`config.mk`:
```
export PLATFORM = sky130hd
export DESIGN_NAME = vga_timing_gen
export DESIGN_NICKNAME = d
export VERILOG_FILES = /design/src/rtl/vga_pkg.sv /design/src/rtl/vga_delay_line.sv /design/src/rtl/vga_timing_gen.sv
export SDC_FILE = /design/constraint.sdc
export NUM_CORES = 1
export LEC_CHECK = 0
export CAP_MARGIN = 20
export CORE_MARGIN = 1
export CORE_UTILIZATION = 45
export CTS_CLUSTER_SIZE = 24
export DETAILED_ROUTE_END_ITERATION = 6
export PLACE_DENSITY_LB_ADDON = 0.25
export SLEW_MARGIN = 30
export SYNTH_ARGS = -nofsm -noshare
export SYNTH_HDL_FRONTEND = slang
export SYNTH_HIERARCHICAL = 1
export SYNTH_SLANG_ARGS = --single-unit
```
`constraint.sdc`:
```
create_clock -name vga_clk -period 2.9 [get_ports vga_clk]
set_input_delay 0.58 -clock vga_clk [delete_from_list [all_inputs] [get_ports vga_clk]]
set_output_delay 0.58 -clock vga_clk [all_outputs]
set_load 0.1 [all_outputs]
```
`src/rtl/vga_pkg.sv`:
```
// Shared VGA timing types and standard mode constants for raster generator sites.
package vga_pkg;

    typedef enum logic [1:0] {
        IDLE = 2'd0,
        RUN  = 2'd1,
        STOP = 2'd2
    } vga_state_t;

    typedef struct packed {
        int h_active;
        int h_fp;
        int h_sync;
        int h_bp;
        int v_active;
        int v_fp;
        int v_sync;
        int v_bp;
    } vga_timing_t;

    // 640x480@60, 25.175 MHz nominal (25 MHz in practice)
    localparam vga_timing_t VGA_640X480_60 = '{
        h_active: 640, h_fp: 16, h_sync: 96,  h_bp: 48,
        v_active: 480, v_fp: 10, v_sync: 2,   v_bp: 33
    };

    // 800x600@72, 50 MHz
    localparam vga_timing_t VGA_800X600_72 = '{
        h_active: 800, h_fp: 56, h_sync: 120, h_bp: 64,
        v_active: 600, v_fp: 37, v_sync: 6,   v_bp: 23
    };

    function automatic int h_total(input vga_timing_t t);
        return t.h_active + t.h_fp + t.h_sync + t.h_bp;
    endfunction

    function automatic int v_total(input vga_timing_t t);
        return t.v_active + t.v_fp + t.v_sync + t.v_bp;
    endfunction

endpackage

```
`src/rtl/vga_delay_line.sv`:
```
// Fixed-depth register delay line with a per-bit reset value; depth 0 is a wire.
module vga_delay_line #(
    parameter int             W       = 4,
    parameter int             DEPTH   = 2,
    parameter logic [W-1:0]   RST_VAL = '0
) (
    input  logic         vga_clk,
    input  logic         reset_n,
    input  logic [W-1:0] din,
    output logic [W-1:0] dout
);

    generate
        if (DEPTH == 0) begin : g_pass
            logic unused_clk_rst;
            assign unused_clk_rst = vga_clk ^ reset_n;
            assign dout = din;
        end else begin : g_pipe
            logic [DEPTH-1:0][W-1:0] stage;

            always_ff @(posedge vga_clk or negedge reset_n) begin
                if (!reset_n) begin
                    stage <= {DEPTH{RST_VAL}};
                end else begin
                    stage[0] <= din;
                    for (int i = 1; i < DEPTH; i++) stage[i] <= stage[i-1];
                end
            end

            assign dout = stage[DEPTH-1];
        end
    endgenerate

endmodule

```
`src/rtl/vga_timing_gen.sv`:
```
// VGA raster timing generator: run/stop FSM that only stops on a frame boundary,
// h/v counters, frame/line strobes and delayed sync/blank outputs.
module vga_timing_gen
    import vga_pkg::*;
#(
    parameter int   H_ACTIVE = 640,
    parameter int   H_FP     = 16,
    parameter int   H_SYNC   = 96,
    parameter int   H_BP     = 48,
    parameter int   V_ACTIVE = 480,
    parameter int   V_FP     = 10,
    parameter int   V_SYNC   = 2,
    parameter int   V_BP     = 33,
    parameter logic HS_POL   = 1'b0,
    parameter logic VS_POL   = 1'b0,
    parameter int   PIPE_DLY = 2,
    parameter int   CW       = 10
) (
    input  logic          vga_clk,
    input  logic          reset_n,
    input  logic          en,
    output logic          vga_hs,
    output logic          vga_vs,
    output logic          vga_blank_n,
    output logic          vga_sync_n,
    output logic [CW-1:0] hcount,
    output logic [CW-1:0] vcount,
    output logic          active,
    output logic          line_start,
    output logic          frame_start,
    output logic          running
);

    localparam vga_timing_t TIMING = '{
        h_active: H_ACTIVE, h_fp: H_FP, h_sync: H_SYNC, h_bp: H_BP,
        v_active: V_ACTIVE, v_fp: V_FP, v_sync: V_SYNC, v_bp: V_BP
    };
    localparam int H_TOTAL = h_total(TIMING);
    localparam int V_TOTAL = v_total(TIMING);

    localparam logic [CW-1:0] H_LAST     = CW'(H_TOTAL - 1);
    localparam logic [CW-1:0] V_LAST     = CW'(V_TOTAL - 1);
    localparam logic [CW-1:0] H_ACT_END  = CW'(H_ACTIVE);
    localparam logic [CW-1:0] V_ACT_END  = CW'(V_ACTIVE);
    localparam logic [CW-1:0] H_SYNC_BEG = CW'(H_ACTIVE + H_FP);
    localparam logic [CW-1:0] H_SYNC_END = CW'(H_ACTIVE + H_FP + H_SYNC);
    localparam logic [CW-1:0] V_SYNC_BEG = CW'(V_ACTIVE + V_FP);
    localparam logic [CW-1:0] V_SYNC_END = CW'(V_ACTIVE + V_FP + V_SYNC);

    // Bit order of the delayed bundle: {hs, vs, blank_n, sync_n}
    localparam logic [3:0] TIMING_IDLE = {~HS_POL, ~VS_POL, 1'b0, 1'b1};

    vga_state_t state, state_nxt;

    logic h_last, v_last, frame_last;
    logic h_sync_reg, v_sync_reg;
    logic [3:0] timing_raw, timing_dly;

    assign h_last     = (hcount == H_LAST);
    assign v_last     = (vcount == V_LAST);
    assign frame_last = h_last & v_last;

    always_ff @(posedge vga_clk or negedge reset_n) begin
        if (!reset_n) state <= IDLE;
        else          state <= state_nxt;
    end

    // A fresh run request while stopping wins over the frame-end exit, so a
    // late re-raise of en keeps the raster going instead of dropping a frame.
    always_comb begin
        state_nxt = state;
        case (state)
            IDLE:    if (en) state_nxt = RUN;
            RUN:     if (!en) state_nxt = STOP;
            STOP: begin
                if (en)              state_nxt = RUN;
                else if (frame_last) state_nxt = IDLE;
            end
            default: state_nxt = IDLE;
        endcase
    end

    assign running = (state != IDLE);

    // IDLE is only entered on the frame wrap, so the counters are already 0.
    always_ff @(posedge vga_clk or negedge reset_n) begin
        if (!reset_n) begin
            hcount <= '0;
            vcount <= '0;
        end else if (running) begin
            hcount <= h_last ? '0 : hcount + 1'b1;
            if (h_last) vcount <= v_last ? '0 : vcount + 1'b1;
        end
    end

    assign h_sync_reg = (hcount >= H_SYNC_BEG) && (hcount < H_SYNC_END);
    assign v_sync_reg = (vcount >= V_SYNC_BEG) && (vcount < V_SYNC_END);

    assign active      = (hcount < H_ACT_END) && (vcount < V_ACT_END) && running;
    assign line_start  = running && (hcount == '0);
    assign frame_start = line_start && (vcount == '0);

    always_comb begin
        timing_raw = TIMING_IDLE;
        if (running) begin
            timing_raw[3] = h_sync_reg ? HS_POL : ~HS_POL;
            timing_raw[2] = v_sync_reg ? VS_POL : ~VS_POL;
            timing_raw[1] = active;
            timing_raw[0] = ~(h_sync_reg | v_sync_reg);
        end
    end

    vga_delay_line #(
        .W       (4),
        .DEPTH   (PIPE_DLY),
        .RST_VAL (TIMING_IDLE)
    ) u_dly (
        .vga_clk (vga_clk),
        .reset_n (reset_n),
        .din     (timing_raw),
        .dout    (timing_dly)
    );

    assign vga_hs      = timing_dly[3];
    assign vga_vs      = timing_dly[2];
    assign vga_blank_n = timing_dly[1];
    assign vga_sync_n  = timing_dly[0];

endmodule
```
# Word level (Yosys, flattened, before mapping)
# Cells that the tools add are included.
[word_totals] regBits=30 latch_bits=0 ram_bits=0 mem_bits_ro=0 input_bits=3 output_inout_bits=28 wordCells=45 n_memories=0
[classes] n_addsub=2 multipliers=0 div_mod_pow=0 magnitude_cmp=6 n_eq_ne=7 shifts=0 mux=10 bitwise=3 reduce_logical=12
[op_table] operator="adder 10 x 1 -> 10 bit (second input constant)" count=2
[op_table] operator="== test 10 bit (second input constant)" count=2
[op_table] operator="zero test 10 bit" count=2
[op_table] operator="< comparator 10 bit (second input constant)" count=2
[op_table] operator="< comparator 10 x 9 -> 1 bit (second input constant)" count=2
[op_table] operator="2-to-1 mux 10 bit" count=2
[op_table] operator=">= comparator 10 bit (second input constant)" count=1
[op_table] operator=">= comparator 10 x 9 -> 1 bit (second input constant)" count=1
[op_table] operator="2-to-1 mux 2 bit" count=4
[op_table] operator="logical AND 1 bit" count=6
[op_table] operator="one-hot mux 2 bit (3 select lines)" count=1
[op_table] operator="2-to-1 mux 4 bit" count=1
[op_table] operator="inequality test 2 bit (second input constant)" count=2
[op_table] operator="inequality test 3 bit (second input constant)" count=1
[op_table] operator="AND reduction 3 bit" count=1
[op_table] operator="== test 2 x 1 -> 1 bit (second input constant)" count=1
[op_table] operator="== test 2 bit (second input constant)" count=1
[op_table] operator="zero test 2 bit" count=1
[op_table] operator="2-to-1 mux 1 bit" count=2
[op_table] operator="AND reduction 2 bit" count=1
[op_table] operator="nonzero test 2 bit" count=1
[op_table] operator="AND 1 bit" count=1
[op_table] operator="inverter 1 bit" count=1
[op_table] operator="bitwise OR 1 bit" count=1

# Logic depth before layout (Yosys ltp)
[logic_depth] ltp_word=5 ltp_mapped=7 ltp_nobuf=6

# By module
# The synthesis kept the hierarchy.
[by_module_without_submodules] module="vga_timing_gen" instances=1 cells_per_inst=139 area_per_inst_um2=1273.7 seq_area_each_um2=550.5
[by_module_without_submodules] module="vga_delay_line" instances=1 cells_per_inst=12 area_per_inst_um2=237.7 seq_area_each_um2=207.7

# Worst setup path before layout
# No wires, ideal clock.
[synth_timing] kind="reg2out" start="register vcount[9]" end="output active" arrival_time_ns=4.477 required_time_ns=2.320 setup_slack_ns=-2.157 stages_incl_launch_ff=4 cell_sequence="dfrtp_1 -> clkbuf_1 -> nor3_1 -> nor4b_1"
[synth_between] elab_chain_cells=3
[synth_rtl] item="start, declared" line_no="vga_timing_gen.sv:27" text="output logic [CW-1:0] vcount,"
[synth_rtl] item="start signal, assigned" line_no="vga_timing_gen.sv:92" text="if (h_last) vcount <= v_last ? '0 : vcount + 1'b1;"
[synth_rtl] item="< comparator 10 x 9 -> 1 bit" line_no="vga_timing_gen.sv:99" text="assign active = (hcount < H_ACT_END) && (vcount < V_ACT_END) && running;"
[synth_rtl] item="logical AND 1 bit (2 in series)" line_no="vga_timing_gen.sv:99"
[synth_rtl] item="end, declared" line_no="vga_timing_gen.sv:28" text="output logic active,"
# No other way between the ends.

# Final worst setup path
[layout_timing] start="register hcount[0]" end="output frame_start"
[layout_between] elab_chain_cells=3
[layout_rtl] item="start, declared" line_no="vga_timing_gen.sv:26" text="output logic [CW-1:0] hcount,"
[layout_rtl] item="start signal, assigned" line_no="vga_timing_gen.sv:91" text="hcount <= h_last ? '0 : hcount + 1'b1;"
[layout_rtl] item="zero test 10 bit" line_no="vga_timing_gen.sv:100" text="assign line_start = running && (hcount == '0);"
[layout_rtl] item="logical AND 1 bit" line_no="vga_timing_gen.sv:100"
[layout_rtl] item="logical AND 1 bit" line_no="vga_timing_gen.sv:101" text="assign frame_start = line_start && (vcount == '0);"
[layout_rtl] item="end, declared" line_no="vga_timing_gen.sv:30" text="output logic frame_start,"
# No other way between the ends.

==> metrics.cfg <==
[clocking]
hold_buffers=0
numCtsBuffers=5
cts_tree=done
cts.htree.levels=2
clkTransAtPathRegs_ps=100
clk_path_buf_depth=2
clock-sinks=30
insertion_delay_ps=320
post_cts_buffers=0
cts-root-buf=clkbuf_4
cts-resized-gates=0

[pwr]
cellLeakagePower_nw=0.8437
power.total_mw=1.438
ir_drop_mv=0.7227
power.density_mw_per_mm2=776.3

[synthesis]
ys_ff_latch=30
synth_top_family_by_area=simple AND/OR/NAND/NOR gates
yosysSeqAreaShare=0.5017
synth-edff-count=0
synthAdderAreaFrac=0.04139
synth_flop_cell=dfrtp_1
synth_nets=159
synth-simple-area-share=0.2492
ys_async_sr_fraction=1.000
synth_top_area_share=0.3974
yosys.area.top_type=dfrtp_1
syn_inst=151
ys_warn_count=6
synthMuxAreaShare=0.02070
synth_area_leaders=dfrtp_1 (40%), dfstp_2 (10%), nand2_1 (4.5%)
synth_cell_types=36
synth_xor_area_frac=0.04056
avgSynthCellArea_um2=10.01
syn_area_mm2=0.001511
synth_compound_area_frac=0.09023

[global_routing]
track_usage=0.1905
antenna_found_initial=0
grt_overflow=0
grt_pass1_vias=1092
grt_pass1_wl_um=5002
grt_max_degree=31

[die]
die-width_um=59.96
start_util=0.4832
coreArea_mm2=0.003128
die_y_um=59.96
rows=20
io_pins=31
die_area_mm2=0.003595

[setup_path]
rrSetupSlack_ps=720
r2r_start=hcount[0]$_DFFE_PN0N_
path_class=reg2out
worst-endpoint-arrival_ps=1950
path_max_fanout=6
r2r_cells=5
start_kind=flip-flop
worstPathRequired_ps=2320
end_kind=output port
r2r_end=vcount[9]$_DFFE_PN0P_

[layout]
syn_to_final_growth_pct=22.60
diodes=0
layout_common_cells=buf_4 (28), dfrtp_1 (23), nand2_1 (18)
finalNetCount=186
num-fill-cells=280
mostFrequentLayoutCell=buf_4
final_cell_area_mm2=0.001853
drive_above_1_share=0.2849
multiInputGateArea_um2=688.2
regArea_um2=759.5
finalCoreUtilization=0.5924

[route]
vias=1198
via_per_inst=5.372
avgRoutedWirePerCell_um=13.57
dr.pass1.iters=4
drt_iter0_markers=23
postRouteAntennaNets=0
drc=0
wl_um=3026

[min_path]
holdCritStartpoint=u_dly/g_pipe.stage[1]$_DFF_PN0_
min_path_type=reg2reg
hold_depth=0
worstHoldEndpoint=u_dly/dout[1]$_DFF_PN0_

[timing]
fin_ws_ps=370.4
finalSetupTns_ps=0
final_hold_viol_count=0
worst_slew_pin_slew_ps=497.1
finalSetupViolations=0
grt_setup_unrepaired=false
relSlewSlack=0.6656
min_period_over_period=0.8723
skew_ps=4.719
period_minus_slack_ps=2530
fmax_mhz=395.3
drv_slew=0

[placed_design]
place_ws_ps=757.4
io_buffers=30
hpwlAfterDp_um=2216
finalWeightedCongestion=0.8393
dpl_cell_area_mm2=0.001775

[run]
maxCapViolCount=0

[outcome]
run_status=complete, no violations

## power by group
group          switching [mW]  internal [mW]
logic                   0.449          0.125
clock network           0.146          0.178
registers              0.0774          0.464
## worst max-delay path, cell delays in order (launching register included)
cell and delay [ps]:
dfrtp_1 450, inv_1 80, ha_1 130, nor4b_1 300, and4_4 280, and4_4 220
buf_12 170
## metal layers
metal | global-route usage | up-vias | part of all wire
li1 | - | 585 | -
met1 | 0.2507 | 572 | 0.48
met2 | 0.3032 | 34 | 0.46
met3 | 0.04113 | 7 | 0.048
met4 | 0.07973 | 0 | 0.018
met5 | 0 | - | 0
## stage by stage
stage                     cells  hold slack (ps)
after global routing        223            365.2
final                       223            355.3
after global placement      215            340.1
after detailed placement    215            336.2
after CTS                   223            358.3
after floorplan             151            284.4
## cells in the mapped netlist, types with 2 or more instances
library cell	number
nand2_1	18
and4_1	5
buf_2	5
a21oi_1	4
nor2_1	10
o2111ai_1	2
o21ai_0	9
ha_1	5
xor2_1	3
nor4_1	2
nor3_1	2
nor2b_1	2
and3_1	3
nand3_1	6
dfstp_2	6
and3_2	2
nor4b_1	2
buf_4	4
nand4_1	6
xnor2_1	4
o21ai_1	2
nand2b_1	2
inv_1	6
clkbuf_1	2
dfrtp_1	24
or4_1	2
a21boi_0	2
mux2i_1	2
o31ai_1	2
## kinds of logic (layout without fill, tap and decap cells)
| family | Yosys count | after routing |
|---|---|---|
| buffers and inverters | 17 | 45 |
| adders and majority gates | 5 | 5 |
| DFF | 30 | 30 |
| xor gates and xnor gates | 7 | 7 |
| muxes | 3 | 3 |
| AOI/OAI and AO/OA | 23 | 23 |
| and+or+nand+nor | 66 | 66 |
## flip-flops by register name, summed over array words and instances (netlist names)
register / cells
hcount: 10
u_dly/g_pipe.stage: 4
u_dly/dout: 4
state: 2
vcount: 10
## area by class of cell
type                    instances  area share
repair buffers                 31      0.1350
inverters                       6     0.01215
multi-input cells             104      0.3714
clock buffers                   5     0.02026
flip-flops and latches         30      0.4099
clock inverters                 3     0.02161
well taps                      44     0.02971
## how the worst max path moves through the flow
stage                        to             startpoint  depth (start not counted)
finish              frame_start  hcount[0]$_DFFE_PN0N_                          6
global route        frame_start  hcount[0]$_DFFE_PN0N_                          6
CTS                 frame_start  hcount[0]$_DFFE_PN0N_                          6
detailed placement  frame_start  hcount[0]$_DFFE_PN0N_                          6
global placement    frame_start  hcount[0]$_DFFE_PN0N_                          6
floorplan                active  vcount[9]$_DFFE_PN0P_                          3
Power figures use the tool's default switching activity.
